## src/rtl/vadd_pkg.sv

```systemverilog
// Shared constants and types for the two-port vector-add arbiter.
package vadd_pkg;
  localparam int LANES  = 16;
  localparam int LANE_W = 16;
  localparam int VEC_W  = LANES * LANE_W;

  typedef enum logic [1:0] {IDLE, EXEC, RESP} state_t;

  typedef logic port_id_t;
endpackage

```

## src/rtl/vadd_arb_if.sv

```systemverilog
// Request/response bundle between the two vector issue ports, the arbiter and the result consumer.
interface vadd_arb_if;
  import vadd_pkg::*;

  logic               req0_valid;
  logic               req0_ready;
  logic [VEC_W-1:0]   req0_a;
  logic [VEC_W-1:0]   req0_b;
  logic               req1_valid;
  logic               req1_ready;
  logic [VEC_W-1:0]   req1_a;
  logic [VEC_W-1:0]   req1_b;
  logic               rsp_valid;
  logic               rsp_ready;
  port_id_t           rsp_id;
  logic [VEC_W-1:0]   rsp_sum;
  logic [LANES-1:0]   rsp_lane_ovf;
  logic               rsp_ovf;

  modport slave (
    input  req0_valid, req0_a, req0_b, req1_valid, req1_a, req1_b, rsp_ready,
    output req0_ready, req1_ready, rsp_valid, rsp_id, rsp_sum, rsp_lane_ovf, rsp_ovf
  );

  modport master (
    output req0_valid, req0_a, req0_b, req1_valid, req1_a, req1_b, rsp_ready,
    input  req0_ready, req1_ready, rsp_valid, rsp_id, rsp_sum, rsp_lane_ovf, rsp_ovf
  );
endinterface

```

## src/rtl/vadd_lane_add.sv

```systemverilog
// One lane of the vector adder: wrapping two's-complement add plus signed overflow flag.
// Purely combinational, zero latency, no flow control.
module vadd_lane_add
  import vadd_pkg::*;
(
  input  logic [LANE_W-1:0] a_i,
  input  logic [LANE_W-1:0] b_i,
  output logic [LANE_W-1:0] sum_o,
  output logic              ovf_o
);
  assign sum_o = a_i + b_i;
  assign ovf_o = (a_i[LANE_W-1] == b_i[LANE_W-1]) && (sum_o[LANE_W-1] != a_i[LANE_W-1]);
endmodule

```

## src/rtl/vadd_arb.sv

```systemverilog
// Round-robin arbiter and sequencer for the shared 16-lane vector adder (VADD_ARB_PRIO_EN: fixed port-0 priority).
// Latency: 2 cycles from accept to rsp_valid; one request per 3 cycles at best.
// Backpressure: result held in RESP until rsp_ready; no request accepted outside IDLE, nothing buffered.
module vadd_arb
  import vadd_pkg::*;
(
  input  logic        clk,
  input  logic        rst_n,
  vadd_arb_if.slave   bus,
  output logic        busy
);
  state_t           state_q;
  port_id_t         id_q;
  logic [VEC_W-1:0] a_q, b_q, sum_q;
  logic [LANES-1:0] ovf_q;
  logic             rsp_vld_q;
  logic             busy_q;
  logic [VEC_W-1:0] lane_sum;
  logic [LANES-1:0] lane_ovf;
  logic             gnt1;
  logic             idle;
  logic             accept;

`ifdef VADD_ARB_PRIO_EN
  assign gnt1 = bus.req1_valid && !bus.req0_valid;
`else
  port_id_t last_grant_q;
  // On a tie the port that was not granted last time wins.
  assign gnt1 = bus.req1_valid && (!bus.req0_valid || (last_grant_q == 1'b0));
`endif

  // Gated with rst_n so the ready outputs drop the instant reset asserts.
  assign idle           = rst_n && (state_q == IDLE);
  assign bus.req0_ready = idle && bus.req0_valid && !gnt1;
  assign bus.req1_ready = idle && gnt1;
  assign accept         = idle && (bus.req0_valid || bus.req1_valid);

  for (genvar i = 0; i < LANES; i++) begin : g_lane
    vadd_lane_add u_lane (
      .a_i   (a_q[i*LANE_W +: LANE_W]),
      .b_i   (b_q[i*LANE_W +: LANE_W]),
      .sum_o (lane_sum[i*LANE_W +: LANE_W]),
      .ovf_o (lane_ovf[i])
    );
  end

  always_ff @(posedge clk or negedge rst_n) begin
    if (!rst_n) begin
      state_q      <= IDLE;
      id_q         <= 1'b0;
      a_q          <= '0;
      b_q          <= '0;
      sum_q        <= '0;
      ovf_q        <= '0;
      rsp_vld_q    <= 1'b0;
      busy_q       <= 1'b0;
`ifndef VADD_ARB_PRIO_EN
      last_grant_q <= 1'b1;
`endif
    end else begin
      case (state_q)
        IDLE: begin
          if (accept) begin
            a_q     <= gnt1 ? bus.req1_a : bus.req0_a;
            b_q     <= gnt1 ? bus.req1_b : bus.req0_b;
            id_q    <= gnt1;
            busy_q  <= 1'b1;
            state_q <= EXEC;
`ifndef VADD_ARB_PRIO_EN
            last_grant_q <= gnt1;
`endif
          end
        end
        EXEC: begin
          sum_q     <= lane_sum;
          ovf_q     <= lane_ovf;
          rsp_vld_q <= 1'b1;
          state_q   <= RESP;
        end
        RESP: begin
          if (bus.rsp_ready) begin
            rsp_vld_q <= 1'b0;
            busy_q    <= 1'b0;
            state_q   <= IDLE;
          end
        end
        default: state_q <= IDLE;
      endcase
    end
  end

  assign bus.rsp_valid    = rsp_vld_q;
  assign bus.rsp_id       = id_q;
  assign bus.rsp_sum      = sum_q;
  assign bus.rsp_lane_ovf = ovf_q;
  assign bus.rsp_ovf      = |ovf_q;
  assign busy             = busy_q;
endmodule

```

## src/flat_wrapper.sv

```systemverilog
// flat-port wrapper written by rule: the top's interface ports become plain ports
module vadd_arb_flat import vadd_pkg::*;
  (clk, rst_n, busy, bus_req0_valid, bus_req0_a, bus_req0_b, bus_req1_valid, bus_req1_a, bus_req1_b, bus_rsp_ready, bus_req0_ready, bus_req1_ready, bus_rsp_valid, bus_rsp_id, bus_rsp_sum, bus_rsp_lane_ovf, bus_rsp_ovf);
  vadd_arb_if bus_i ();
  input  logic clk;
  input  logic rst_n;
  output logic busy;
  input wire logic [$bits(bus_i.req0_valid)-1:0] bus_req0_valid;
  input wire logic [$bits(bus_i.req0_a)-1:0] bus_req0_a;
  input wire logic [$bits(bus_i.req0_b)-1:0] bus_req0_b;
  input wire logic [$bits(bus_i.req1_valid)-1:0] bus_req1_valid;
  input wire logic [$bits(bus_i.req1_a)-1:0] bus_req1_a;
  input wire logic [$bits(bus_i.req1_b)-1:0] bus_req1_b;
  input wire logic [$bits(bus_i.rsp_ready)-1:0] bus_rsp_ready;
  output wire logic [$bits(bus_i.req0_ready)-1:0] bus_req0_ready;
  output wire logic [$bits(bus_i.req1_ready)-1:0] bus_req1_ready;
  output wire logic [$bits(bus_i.rsp_valid)-1:0] bus_rsp_valid;
  output wire logic [$bits(bus_i.rsp_id)-1:0] bus_rsp_id;
  output wire logic [$bits(bus_i.rsp_sum)-1:0] bus_rsp_sum;
  output wire logic [$bits(bus_i.rsp_lane_ovf)-1:0] bus_rsp_lane_ovf;
  output wire logic [$bits(bus_i.rsp_ovf)-1:0] bus_rsp_ovf;
  assign bus_i.req0_valid = bus_req0_valid;
  assign bus_i.req0_a = bus_req0_a;
  assign bus_i.req0_b = bus_req0_b;
  assign bus_i.req1_valid = bus_req1_valid;
  assign bus_i.req1_a = bus_req1_a;
  assign bus_i.req1_b = bus_req1_b;
  assign bus_i.rsp_ready = bus_rsp_ready;
  assign bus_req0_ready = bus_i.req0_ready;
  assign bus_req1_ready = bus_i.req1_ready;
  assign bus_rsp_valid = bus_i.rsp_valid;
  assign bus_rsp_id = bus_i.rsp_id;
  assign bus_rsp_sum = bus_i.rsp_sum;
  assign bus_rsp_lane_ovf = bus_i.rsp_lane_ovf;
  assign bus_rsp_ovf = bus_i.rsp_ovf;
  vadd_arb u_core (.clk(clk), .rst_n(rst_n), .bus(bus_i), .busy(busy));
endmodule
```

## config.mk

```make
export PLATFORM = sky130hd
export DESIGN_NAME = vadd_arb_flat
export DESIGN_NICKNAME = d
export VERILOG_FILES = /design/src/rtl/vadd_pkg.sv /design/src/rtl/vadd_arb_if.sv /design/src/rtl/vadd_lane_add.sv /design/src/rtl/vadd_arb.sv /design/src/flat_wrapper.sv
export SDC_FILE = /design/constraint.sdc
export NUM_CORES = 2
export LEC_CHECK = 0
export ABC_AREA = 1
export BUFFER_PORTS_ARGS = -buffer_cell sky130_fd_sc_hd__buf_2
export CORE_AREA = 2 2 513 515
export DETAILED_ROUTE_END_ITERATION = 8
export DIE_AREA = 0 0 515 517
export HOLD_SLACK_MARGIN = 0.06
export SYNTH_ARGS = -nofsm -noshare
export SYNTH_HDL_FRONTEND = slang
export SYNTH_SLANG_ARGS = --single-unit
```

## constraint.sdc

```tcl
create_clock -name clk -period 5.2 [get_ports clk]
set_input_delay 0.78 -clock clk [delete_from_list [all_inputs] [get_ports clk]]
set_output_delay 0.78 -clock clk [all_outputs]
set_load 0.005 [all_outputs]
```

==> results.yml <==
worst_setup_path:
  path_common_cell: "o21ai_0"
  worstPathArrival_ps: 4280
  reg2reg_depth: 7
  crit_slowest_cell: "dlygate4sd3_1"
  r2r_slack_ps: 2210
  critPathKind: "in2reg"
  path_cells: "dlygate4sd3_1 -> buf_8 -> nand3_1 -> or2_4 -> inv_8 -> buf_12 -> o21ai_0 -> o21ai_0"
  worst_path_largest_cell_delay_ps: 560
  critical_path.max_fanout: 126
  worstPathRequired_ps: 5830
  rr_startpoint: "u_core.state_q[1]"
  critPathLaunchType: "input pin"
  cp-end-kind: "flop"
  r2r_end: "u_core.a_q[250]"
clock_network:
  cts.clk_slew.worst_paths_ps: 60
  cts-root-buf: "clkbuf_16"
  htree_levels: 3
  cts_tree: "yes"
  cts_buffers: 100
  clkSinkCount: 790
  clock_path_buffers: 3
  worstSkewPairLatency_ps: 750
  ctsResizeCount: 0
synthesis:
  postSynthAreaPerCell_um2: 7.03
  synth_cells: 6763
  synth-xor-area-share: 0.00995
  syn_area_um2: 47500
  yosysWarnings: 0
  synth-simple-area-share: 0.298
  ys_types: 29
  ys_seq_area_frac: 0.416
  synth_seq_cells: 790
  synth_compound_area_frac: 0.128
  synthMuxAreaShare: 0
  synth_nets: 8048
  synthAdderAreaFrac: 0.0699
  synth_top_family_by_area: "simple AND/OR/NAND/NOR gates"
final_layout:
  syn_to_final_growth_pct: 29.1
  n_fill_cell: 29400
  final_cells: 11490
  drive_gt1_frac: 0.201
  final_nets: 9232
  most-common-layout-cells: "nand2_1, buf_2, dfrtp_1"
  stdcell_area_um2: 61400
  layout_commonest_cell: "nand2_1"
placement:
  portBuffers: 1306
  finalWeightedCongestion: 0.918
  hpwl_mm: 186
  placed_area_um2: 57700
  dp_slack_ps: 1470
  dp_cells: 11264
drt:
  vias: 49405
  wl_per_cell_um: 20.3
  routed_wl_mm: 233
  firstDrtPassIters: 6
  avgViaCountPerCell: 4.30
  antenna_left: 0
  drc_errors: 0
  drt_first_iter_violations: 3745
timing:
  finalHoldViolCount: 0
  fin_crit_ps: 3650
  rsz0062_at_grt: "false"
  worst_pin_slew_ps: 1180
  fin_skew_ps: 62.6
  layout_setup_ws_ps: 1550
  setup_viol: 0
  drv_slew: 0
  finalSetupTns_ps: 0
  fin_crit_sh: 0.701
  slew_headroom: 0.213
  fmax_mhz: 274
  hold_ws_ps: 277
hold_path:
  min_to: "u_core.b_q[198]"
  hold_class: "in2reg"
  hold_depth: 3
  min_from: "bus_req1_b[198]"
power_and_ir_drop:
  p_switching_mw: 19.4
  swShare: 0.484
  powerDensity_nw_per_um2: 652
  power_leakage_nw: 32.6
  ir_drop_v: 0.000329
  pwr-share-clk: 0.191
  pwr-share-seq: 0.290
  combPwrFrac: 0.519
  cell_internal_pwr_mw: 20.7
floorplan:
  num_rows: 188
  die_w_um: 515
  die_h_um: 517
  fp.coreArea_um2: 261000
  start_util: 0.182
  fp.dieArea_um2: 266000
  io_pins: 1307
global_route:
  grt_pass1_wl_mm: 329
  antenna_found_initial: 64
  first_global_vias: 47326
  grt_max_degree: 151
  grt_usage: 0.168
  grt_util_met2: 0.268
  grtUsageMet1: 0.211
  grt_overflow: 0
  busiest_layer: "met2"
  globalRouteMet3Util: 0.0451
outcome:
  status: "finished, final reports clean"
run:
  max_cap_viol_count: 0
[worst max-delay path, delay by kind of cell]
kind	cells	cell delay [ps]
buffers and inverters	4	1870
and+or+nand+nor	2	760
AOI/OAI and AO/OA	2	310
[power by group through the flow]
stage / registers, mW / clock network, mW / logic (mW)
2_1_floorplan: 10.5 / 0 / 13.4
3_3_place_gp: 11.6 / 0 / 20.6
3_5_place_dp: 11.6 / 0 / 20.8
4_1_cts: 11.6 / 7.86 / 20.9
5_1_grt: 11.9 / 8.06 / 23.7
6_report: 11.6 / 7.64 / 20.8
[per-layer routing]
metal	vias to the layer above	routed length [µm]	part of all wire
met5	-	64	0.00027
met2	1804	105000	0.45
li1	24058	-	-
met4	10	9720	0.042
met1	23170	98900	0.42
met3	363	19500	0.084
[what timing repair did]
item,4_1_cts,5_1_grt
hold buffers,1,0
buffers inserted,0,0
endpoints found under the setup margin,0,0
endpoints found under the hold margin,73,0
[Yosys cell counts]
| master | count | area (µm²) |
|---|---|---|
| o21ai_0 | 396 | 1980 |
| buf_2 | 38 | 190 |
| o22ai_1 | 2 | 12.5 |
| nand4_1 | 17 | 106 |
| and2_1 | 23 | 144 |
| buf_1 | 6 | 22.5 |
| nand2_1 | 2326 | 8730 |
| buf_4 | 5 | 37.5 |
| dfrtp_1 | 789 | 19700 |
| nand3b_1 | 34 | 255 |
| or2_2 | 57 | 357 |
| inv_1 | 605 | 2270 |
| nor2_1 | 707 | 2650 |
| nand3_1 | 329 | 1650 |
| nor4_1 | 4 | 25.0 |
| xnor2_1 | 43 | 377 |
| buf_6 | 35 | 394 |
| nor3_1 | 49 | 245 |
| ha_1 | 240 | 3000 |
| o21ai_1 | 700 | 3500 |
| nor2_2 | 1 | 6.26 |
| or2_1 | 1 | 6.26 |
| clkinv_1 | 1 | 3.75 |
| dfstp_2 | 1 | 26.3 |
| a21oi_1 | 122 | 611 |
| fa_1 | 16 | 320 |
| clkbuf_1 | 202 | 758 |
| inv_2 | 3 | 11.3 |
| xor2_1 | 11 | 96.3 |
[worst max-delay path by stage]
stage / start / to / slack [ps]
floorplan: bus_req0_valid / bus_req0_ready / 2730
global placement: rst_n / u_core.a_q[152] / 1490
detailed placement: rst_n / u_core.a_q[161] / 1470
CTS: rst_n / u_core.a_q[144] / 1730
global route: rst_n / u_core.a_q[255] / 1460
finish: rst_n / u_core.b_q[255] / 1550
[per-stage QoR]
step | power (mW) | util
2_1_floorplan | 23.9 | -
3_3_place_gp | 32.2 | 0.221
3_5_place_dp | 32.4 | 0.221
4_1_cts | 40.4 | 0.235
5_1_grt | 43.6 | 0.235
6_report | 40.0 | 0.235
[final cells by class]
class / instances / area, µm² / area share
antenna: 41 / 103 / 0.00167
clock buffer: 128 / 2800 / 0.0456
clock inverter: 56 / 754 / 0.0123
inverter: 609 / 2310 / 0.0376
multi-input combinational: 5078 / 24100 / 0.393
sequential: 790 / 19800 / 0.322
tap: 3420 / 4280 / 0.0697
timing repair buffer: 1368 / 7240 / 0.118
[flip-flops by register name, indices dropped and copies added (netlist names)]
signal,cells
u_core.busy,1
u_core.bus.rsp_lane_ovf,16
u_core.bus.rsp_id,1
u_core.b_q,256
u_core.a_q,256
u_core.bus.rsp_sum,256
u_core.last_grant_q,1
u_core.state_q,2
u_core.bus.rsp_valid,1
[kinds of logic (layout without fill, tap and decap cells)]
logic type / Yosys count / in the layout
simple gates: 3548 / 3548
compound gates: 1220 / 1220
buf+inv: 895 / 2161
flops: 790 / 790
fa+ha+maj: 256 / 256
xor+xnor: 54 / 54
other cells: 0 / 41
Power figures use the tool's default switching activity.
